**src/rtl/mux_pkg.sv**
```systemverilog
// Shared constants and helpers for the N-channel registered arbitrating mux.
package mux_pkg;

  localparam logic MODE_FIXED = 1'b0;
  localparam logic MODE_RR    = 1'b1;

  function automatic int clog2(input int value);
    int r;
    r = 0;
    while ((1 << r) < value) r++;
    return r;
  endfunction

endpackage

```
**src/rtl/mux_arb_n_rr_arbiter.sv**
```systemverilog
// Priority logic: fixed (lowest index first) or round-robin starting after ptr.
module rr_arbiter
  import mux_pkg::*;
#(
  parameter int N     = 4,
  parameter int SEL_W = clog2(N)
) (
  input  logic [N-1:0]     req,
  input  logic [SEL_W-1:0] ptr,
  input  logic             mode,
  input  logic             en,
  output logic [N-1:0]     gnt,
  output logic [SEL_W-1:0] gnt_idx
);

  logic found;

  // Walk candidates in priority order; the first requester seen wins.
  always_comb begin
    int idx;
    idx     = 0;
    found   = 1'b0;
    gnt_idx = '0;
    for (int k = 0; k < N; k++) begin
      idx = (mode == MODE_RR) ? (int'(ptr) + 1 + k) % N : k;
      if (!found && req[idx[SEL_W-1:0]]) begin
        found   = 1'b1;
        gnt_idx = idx[SEL_W-1:0];
      end
    end
  end

  always_comb begin
    gnt = '0;
    if (en && found) gnt[gnt_idx] = 1'b1;
  end

endmodule

```
**src/rtl/mux_arb_n.sv**
```systemverilog
// N-channel valid/ready arbiter feeding one registered output slot.
module mux_arb_n
  import mux_pkg::*;
#(
  parameter int N     = 4,
  parameter int W     = 32,
  parameter int SEL_W = clog2(N)
) (
  input  logic             clk,
  input  logic             rst_n,
  input  logic             mode,
  input  logic [N-1:0]     in_valid,
  input  logic [N*W-1:0]   in_data,
  output logic [N-1:0]     in_ready,
  output logic             out_valid,
  output logic [W-1:0]     out_data,
  output logic [SEL_W-1:0] out_sel,
  input  logic             out_ready
);

  logic [W-1:0]     ch_data [N];
  logic [SEL_W-1:0] ptr_reg;
  logic [N-1:0]     gnt;
  logic [SEL_W-1:0] gnt_idx;
  logic             slot_free;

  genvar gi;
  generate
    for (gi = 0; gi < N; gi++) begin : g_unpack
      assign ch_data[gi] = in_data[gi*W +: W];
    end
  endgenerate

  assign slot_free = ~out_valid | out_ready;

  rr_arbiter #(.N(N), .SEL_W(SEL_W)) u_arb (
    .req     (in_valid),
    .ptr     (ptr_reg),
    .mode    (mode),
    .en      (slot_free),
    .gnt     (gnt),
    .gnt_idx (gnt_idx)
  );

  // gnt is already gated by slot_free, so it is exactly the accept vector.
  assign in_ready = gnt;

  always_ff @(posedge clk or negedge rst_n) begin
    if (!rst_n) begin
      out_valid <= 1'b0;
      out_data  <= '0;
      out_sel   <= '0;
      ptr_reg   <= SEL_W'(N - 1);
    end else if (|gnt) begin
      out_valid <= 1'b1;
      out_data  <= ch_data[gnt_idx];
      out_sel   <= gnt_idx;
      ptr_reg   <= gnt_idx;
    end else if (out_ready) begin
      out_valid <= 1'b0;
    end
  end

endmodule

```
**config.mk**
```make
export PLATFORM = sky130hd
export DESIGN_NAME = mux_arb_n
export DESIGN_NICKNAME = d
export VERILOG_FILES = /design/src/rtl/mux_pkg.sv /design/src/rtl/mux_arb_n_rr_arbiter.sv /design/src/rtl/mux_arb_n.sv
export SDC_FILE = /design/constraint.sdc
export NUM_CORES = 1
export LEC_CHECK = 0
export CORE_UTILIZATION = 38
export DETAILED_ROUTE_END_ITERATION = 10
export PLACE_DENSITY = 0.85
export SYNTH_ARGS = -nofsm -noshare
export SYNTH_HDL_FRONTEND = slang
export SYNTH_SLANG_ARGS = --single-unit
```
**constraint.sdc**
```tcl
create_clock -name clk -period 2.9 [get_ports clk]
set_input_delay 0.435 -clock clk [delete_from_list [all_inputs] [get_ports clk]]
set_output_delay 0.435 -clock clk [all_outputs]
set_load 0.05 [all_outputs]
```
==> impl_table.tex <==
\begin{tabular}{lr}
\hline
Metric & Value \\
\hline
\multicolumn{2}{l}{\textbf{Run status}} \\
Outcome & finished, violations left \\
Violations in the final reports & setup timing \\
\multicolumn{2}{l}{\textbf{STA}} \\
Worst Clk Skew & 7.794 ps \\
Period Utilization, post-route & 105.4\% \\
Transition at the pin with the smallest max-transition slack & 862.3 ps \\
Final hold violation count & 0 \\
Final count of negative-setup-slack endpoints & 4 \\
Setup slack after layout & -157.3 ps \\
Top achievable clock speed & 0.3271 GHz \\
Aggregate negative setup slack & -397.0 ps \\
Final period demand of the worst path & 3057 ps \\
Worst slew slack as a fraction of its limit & 42.51\% \\
Number of slew-limit violations in the final report & 0 \\
Setup repair after global routing missed its margin & true \\
\multicolumn{2}{l}{\textbf{Yosys}} \\
Post-synthesis area per instance & 9.843 um2 \\
Netlist area before placement & 0.002815 mm2 \\
Share of synthesized flip-flops with an asynchronous set or reset & between 90\% and 100\% \\
Simple-gate share of the synthesized area & 10.09\% \\
Cells after synthesis & 286 \\
Multiplexer share of the synthesized area & about 38\% \\
Syn\_nets & $\sim$420 \\
Yosys synthesis warning count & 0 \\
Number of flip-flops and latches in the synthesized netlist & 37 \\
Top area cells in the synthesized netlist & dfrtp\_1 (31\%), mux2i\_1 (24\%), mux2\_1 (10\%), o21ai\_1 (5.0\%), nand2\_1 (4.9\%) \\
Yosys cell types & 42 \\
Seq/Total Area, Yosys & 32.98\% \\
Biggest area consumer among synthesized cells & dfrtp\_1 \\
Synthesized-area fraction occupied by adder cells & 0\% \\
XOR/XNOR Fraction of Synth Area & 0.6222\% \\
Ys flop type & dfrtp\_1 \\
Combinational family with the most area after synthesis & multiplexers \\
EDFF count, synth & 0 \\
Synth Area in Compound Gates & about an eighth \\
Share of the synthesized area in the top cell type & a little under a third \\
\multicolumn{2}{l}{\textbf{Layout}} \\
Final instance count without filler cells & around 580 \\
Final design area excluding fillers & 0.005268 mm2 \\
Commonest cells after routing, fill and taps aside & clkdlybuf4s50\_1 (167), mux2i\_1 (67), nand2\_1 (37), dfrtp\_1 (35), buf\_4 (30) \\
Post-synthesis to final-layout area growth & 87.11\% \\
Antenna Diode Count & 0 \\
Share of layout cells above drive strength 1 & $\sim$23\% \\
Number of nets in the final layout & $\sim$620 \\
Max reg flops & 32 \\
Most common cell after layout, fill and taps aside & clkdlybuf4s50\_1 \\
\multicolumn{2}{l}{\textbf{Floorplanning}} \\
Die Footprint & around 0.0078 mm2 \\
Die Ht & 88.07 um \\
Overall die width & 88.07 um \\
Cell row count & 31 \\
Core area & 0.007214 mm2 \\
Initial Util & 39.02\% \\
IO Pins & around 180 \\
\multicolumn{2}{l}{\textbf{Setup path}} \\
Kind of end point of the critical path & primary output \\
CP max-delay cell & dfstp\_2 \\
Slowest cell delay on critical path & 620 ps \\
Worst Path Buf+Inv & 2 \\
Worst EP required & between 2000 and 2500 ps \\
Critical-path maximum fanout & 5 \\
Cells traversed along the worst timing path & buf\_6, and3b\_2, a221oi\_2, o221ai\_2, or4\_4, o211ai\_4, nor3b\_4, buf\_12 \\
WP data arrival & 2620 ps \\
Top Family by Delay on Critical Path & simple AND/OR/NAND/NOR gates \\
Critical path start-end classification & register to primary output \\
CP startpoint kind & register \\
\multicolumn{2}{l}{\textbf{Global route}} \\
GRT Resource Usage Total & 24.58\% \\
Grt ovf & 0 \\
Wire length of the first global-routing pass & 14.49 mm \\
Vias in the first global route & roughly 3100 \\
Initial antenna violation count & 0 \\
Pin count of the biggest net entering global routing & 56 \\
\multicolumn{2}{l}{\textbf{Power}} \\
Comb pwr share & between 70 and 80\% \\
Switching share of total power & 46.32\% \\
Switching Power & about 2500 uW \\
Power per cell area & 1043 mW/mm2 \\
Internal power & 2950 uW \\
Maximum vdd drop & 0.6314 mV \\
Sequential share of power & 17.3\% \\
Clock share of power & 8.6\% \\
Leakage power figure & between 0.002 and 0.0025 uW \\
Total power consumption of the routed design & 5496 uW \\
\multicolumn{2}{l}{\textbf{Route}} \\
First DRT Iteration DRCs & 84 \\
Average via count per standard cell & 5.039 \\
Total number of vias & 2938 \\
Wirelength, routed & roughly 9.5 mm \\
Post-detailed-route count of antenna-violating nets & 0 \\
First-pass detailed-route iteration total & 4 \\
Detailed-route DRC error count & 0 \\
Routed WL per cell & 16.22 um \\
\multicolumn{2}{l}{\textbf{Clock tree}} \\
Clock buffer count from CTS & 5 \\
Deepest clock path buffer count & 2 \\
H-tree level count & 2 \\
Root Driver & clkbuf\_8 \\
Clock tree from TritonCTS & built \\
Number of sinks handled by clock tree synthesis & 37 \\
Clk\_lat worst skew & 290 ps \\
Post-CTS clock slew at the launch and capture registers of the worst setup and hold paths & 80 ps \\
\multicolumn{2}{l}{\textbf{Job}} \\
Reported max-cap violation count & 0 \\
\multicolumn{2}{l}{\textbf{Placed design}} \\
Routability cong. & 0.9364 \\
Cell area after placement & 0.004893 mm2 \\
Worst setup slack after placement & -287.8 ps \\
HPWL after DPL & 7.115 mm \\
Dpl cells & between 500 and 600 \\
Port-buffer cells & around 170 \\
\multicolumn{2}{l}{\textbf{Hold path}} \\
Tightest Hold Check Type & primary input to async pin \\
\hline
\end{tabular}
-- power by group through the flow --
stage	combinational, uW	sequential (uW)	clock [uW]
5_1_grt	4290	984	505
4_1_cts	3790	947	480
3_3_place_gp	3550	954	0
3_5_place_dp	3610	961	0
6_report	4070	951	471
2_1_floorplan	1510	1770	0
-- synthesized netlist by cell type (2+ instances only) --
cell       n
a21o_1     2
a21oi_1    6
and2_1     2
and3b_1    2
buf_2      5
buf_4      5
buf_6      3
clkbuf_1  10
dfrtp_1   35
dfstp_2    2
inv_1      4
mux2_1    25
mux2_2     9
mux2i_1   68
nand2_1   37
nand2b_1   4
nor2_1     5
nor2b_1    4
nor3_1     3
o21ai_0    5
o21ai_1   28
o221ai_1   2
-- logic make-up (layout without fill, tap and decap cells) --
| group | count (synthesis) | count (layout) |
|---|---|---|
| AOI/OAI and AO/OA | 56 | 56 |
| xor gates and xnor gates | 2 | 2 |
| buffers and inverters | 28 | 226 |
| DFF | 37 | 37 |
| muxes | 102 | 102 |
| and+or+nand+nor | 61 | 61 |
-- path summary, 6_finish.rpt --
check                                        startpoint                  endpoint  slack, ps  depth (start not counted)
worst max-delay path             ptr_reg[0]$_DFFE_PN1P_               in_ready[1]       -160                          8
worst min-delay path                              rst_n  out_data[10]$_DFFE_PN0P_        250                          1
worst max register to register   ptr_reg[0]$_DFFE_PN1P_  out_data[19]$_DFFE_PN0P_         10                         12
worst min register to register  out_data[0]$_DFFE_PN0P_   out_data[0]$_DFFE_PN0P_        480                          2
max in group asynchronous                         rst_n     out_valid$_DFFE_PN0P_       2100                          1
min in group clk                out_data[0]$_DFFE_PN0P_   out_data[0]$_DFFE_PN0P_        480                          2
-- per-stage QoR --
stage	hold WS, ps	util [%]
2_1_floorplan	139.4	-
3_5_place_dp	472.8	67.83
3_3_place_gp	460.6	67.83
5_1_grt	334.4	73.01
4_1_cts	281.8	70.92
6_report	249.6	73.01
-- layer usage --
metal | routed length [um] | vias to the layer above | global-route usage [%]
met5 | 0 | - | 0
met1 | 3501 | 1364 | 26.45
met3 | 648 | 25 | 7.069
met4 | 287 | 0 | 11.29
met2 | 5021 | 129 | 44.47
li1 | - | 1420 | -
-- timing repair --
action,CTS,global route
cloned,0,1
hold buffers,0,0
setup endpoints to repair,4,23
pin swaps,2,11
gates resized for setup,11,35
setup buffers,9,2
endpoints found under the hold margin,0,0
-- worst register-to-register path: stages, from the launching register on --
cell       delay, ps
dfstp_2          620
buf_6            120
and3b_2          220
a221oi_2         220
o221ai_2         150
or4_4            450
o211ai_4         120
buf_6            150
buf_6            100
buf_6            110
clkbuf_16        150
mux2_4           300
o21ai_2          120
-- area by class of cell --
cell class                      instances  area, um2
Fill cell                             548       1947
Multi-Input combinational cell        221       1932
Inverter                                4      15.01
Tap cell                               99      123.9
Clock inverter                          1      30.03
Clock buffer                            7      86.33
Sequential cell                        37      928.4
Timing Repair Buffer                  214       2152
No activity file was read; power rests on OpenSTA's default activity.
==> variant 1: new RTL, same flow settings <==
`N` is set to 4 in 2 places; all go to 8.
--- a/src/rtl/mux_arb_n_rr_arbiter.sv
+++ b/src/rtl/mux_arb_n_rr_arbiter.sv
@@ -4,3 +4,3 @@
 #(
-  parameter int N     = 4,
+  parameter int N     = 8,
   parameter int SEL_W = clog2(N)
--- a/src/rtl/mux_arb_n.sv
+++ b/src/rtl/mux_arb_n.sv
@@ -4,3 +4,3 @@
 #(
-  parameter int N     = 4,
+  parameter int N     = 8,
   parameter int W     = 32,
Interface: changed (resized in_data, in_ready, in_valid and out_sel); port bits go from 175 to 312. No check against the original RTL was run, so the function may have changed too.
==> variant 1 against the unedited design <==
  * The flow still finishes with violations (setup timing)
  * Cell area up 84%
  * Utilization up 7.4 points
  * Sequential share of layout area down 7.5 points
  * Sequential cell count up 2
  * Wire length up 140%
  * Synthesized area up 68%
  * Setup slack worse by 1.1 ns
  * Critical endpoint is now in_ready[5]
  * Largest cell class unchanged
Power is left out: the tool's default activity adds up to more than one toggle a clock period on the data nets, which glitch-free logic cannot reach.
==> variant 1: results <==
{
  "num-clock-buffers": 6,
  "cts_setup_buffers": 18,
  "setup_viol": 47,
  "cts_resized": 60,
  "slowest_delay_ns": 0.58,
  "crit_fanout": 9,
  "violations": "setup timing",
  "grt_pass1_wl_um": 32840,
  "wl_met2_um": 11710,
  "n_all_buffers": 441,
  "clockRootBuffer": "clkbuf_16",
  "fin_setup_tns_ns": -45.46,
  "post-place-cells": 1055,
  "nets": 1195,
  "wirelength_um": 23030,
  "synth_common_cells": "131 x mux2i_1, 56 x nand2_1, 36 x dfrtp_1",
  "finalWorstSetupSlack_ns": -1.241,
  "multi_input_area_mm2": 0.003841,
  "syn_inst": 527,
  "ys_types": 66,
  "outcome": "finished with violations",
  "synthAdderAreaFrac_pct": 0.5305,
  "met3_length_um": 1574,
  "track_usage_pct": 32.62,
  "synthTopCellsByArea": "mux2i_1 28%, dfrtp_1 19%, a221o_1 6.8%, nand2_1 4.5%, o22ai_1 2.7%",
  "gp_congestion": 0.9508,
  "cp_top_family": "buffers and inverters",
  "met1_length_um": 8965,
  "ys_seq_area_share_pct": 20.77,
  "clk_share_pct": 1.458,
  "register_area_um2": 979.7,
  "syn-num-nets": 797,
  "grt_max_degree": 40
}
[variant 1: cell count changes after synthesis, moves of 15 or more]
cell,change
nand2_1,+19
buf_2,+15
mux2_1,-24
a221o_1,+32
mux2i_1,+63
o22ai_1,+19
a21oi_1,+16
o21ai_1,-26
[variant 1: cells by family after synthesis]
group	count (synthesis)
buffers and inverters	53
muxes	137
DFF	39
AOI/OAI and AO/OA	157
xor gates and xnor gates	5
and+or+nand+nor	134
adders and majority gates	2
[variant 1: final timing paths]
path,from,end,depth (start not counted)
worst max register to register,ptr_reg[0],out_data[9],17
worst max-delay path,ptr_reg[0],in_ready[5],17
max in group asynchronous,rst_n,out_data[14],1
worst min register to register,out_data[31],out_data[31],1
worst min-delay path,rst_n,out_data[1],1
min in group clk,out_data[31],out_data[31],1
[variant 1: per-layer routing]
metal	GRT usage [%]	vias up
met5	0	-
met4	10.96	0
met3	5.260	54
met2	59.10	292
met1	39.20	3008
li1	-	2826
==> variant 2: new RTL, same flow settings <==
Made on the original files. Reset style: synchronous (`rst_n`), changed in one clocked block.
--- a/src/rtl/mux_arb_n.sv
+++ b/src/rtl/mux_arb_n.sv
@@ -47,3 +47,3 @@
 
-  always_ff @(posedge clk or negedge rst_n) begin
+  always_ff @(posedge clk) begin
     if (!rst_n) begin
Check against the original RTL: differs if rst_n is asserted again (counterexample within 4 cycles, from zero or initial values and one cycle with rst_n low); with rst_n held inactive, the same outputs for 4 cycles.
==> variant 2 against the unedited design <==
  * Sequential cell count did not move
  * Cell area fell by 17%
  * Global-route usage rose by 2.5 points
  * Setup slack gained 0.22 ns
  * Synthesized area down 19%
  * Count of clock-buffer cells in the layout stayed put
  * Wire length is 4.8% lower
  * Critical endpoint is now in_ready[0]
Power is not compared: it rests on default switching activity, and its combinational part moved more than twofold at a synthesized area within 25%.
==> variant 2: results <==
{
  "outcome": "finished, final reports clean",
  "ys_seq_area_share_pct": 32.51,
  "drtIter0Drc": 85,
  "slew_headroom_pct": 64.09,
  "dp_slack_ns": -0.2784,
  "grt_pass1_wl_um": 13210,
  "wl_met2_um": 4640,
  "r2r-start": "ptr_reg[0]",
  "synth-main-ff-cell": "dfxtp_1",
  "hold_class": "reg -> reg",
  "antenna_found_initial": 0,
  "met1_length_um": 3366,
  "clk_share_pct": 2.649,
  "multi_input_area_mm2": 0.001363,
  "gp_congestion": 0.9072,
  "synthMuxAreaShare_pct": 15.43,
  "track_usage_pct": 27.04,
  "reg2reg_to": "out_data[15]",
  "nonClkBufAreaFrac_pct": 46.80,
  "async_flop_share_pct": 0,
  "register_area_um2": 748.2,
  "grt_use_met2_pct": 50.51,
  "synth_common_cells": "37 x dfxtp_1, 37 x nand2_1, 34 x mux2i_1",
  "max_clock_freq_mhz": 352.3,
  "drive_gt1_share_pct": 13.45,
  "r2r_slack_ns": 0.12,
  "cp_top_family": "buffers and inverters",
  "grt_pass1_vias": 2856,
  "viasPerCell": 5.446,
  "post_drt_wl_per_cell_um": 17.39,
  "multi_input_comb_cells": 190,
  "worstRegToRegCells": 9,
  "ys_types": 40,
  "synthTopCellsByArea": "dfxtp_1 33%, mux2i_1 15%, a221o_1 14%, nand2_1 6.1%, o21ai_1 5.9%",
  "crit_fanout": 9,
  "n_all_buffers": 207,
  "crit_end": "in_ready[0]",
  "syn-num-nets": 386,
  "cts_resized": 9,
  "fillers": 391,
  "slowest_delay_ns": 0.50,
  "nets": 581,
  "synthXorXnorAreaFrac_pct": 0,
  "cp-startpoint": "in_valid[2]",
  "gr-usage-met3_pct": 7.771,
  "grt_util_met1_pct": 27.99
}
variant 2: cell types whose count changed in the layout (fill, tap and decap cells not counted), sizes merged, moves of 3 or more:
cell   change
a221o     +32
nor2       +7
buf        -7
dfxtp     +37
mux2      -33
mux2i     -34
dfrtp     -35
nor3       -3
variant 2: metrics by stage:
| stage | area [um2] | instances | hold slack, ns | power, uW |
|---|---|---|---|---|
| after floorplan | 2278 | 250 | 0.5239 | 1472 |
| after global placement | 4187 | 503 | 0.4505 | 1951 |
| after detailed placement | 4187 | 503 | 0.4616 | 1973 |
| after CTS | 4332 | 513 | 0.4761 | 2464 |
| after global routing | 4393 | 518 | 0.5144 | 2590 |
| final | 4393 | 518 | 0.4781 | 2490 |
variant 2: power by group through the flow:
stage               Sequential (uW)  Combinational, uW  Clock (uW)
detailed placement              685               1290           0
global route                    684               1400         507
global placement                680               1270           0
CTS                             675               1310         481
finish                          673               1340         476
floorplan                      1010                460           0
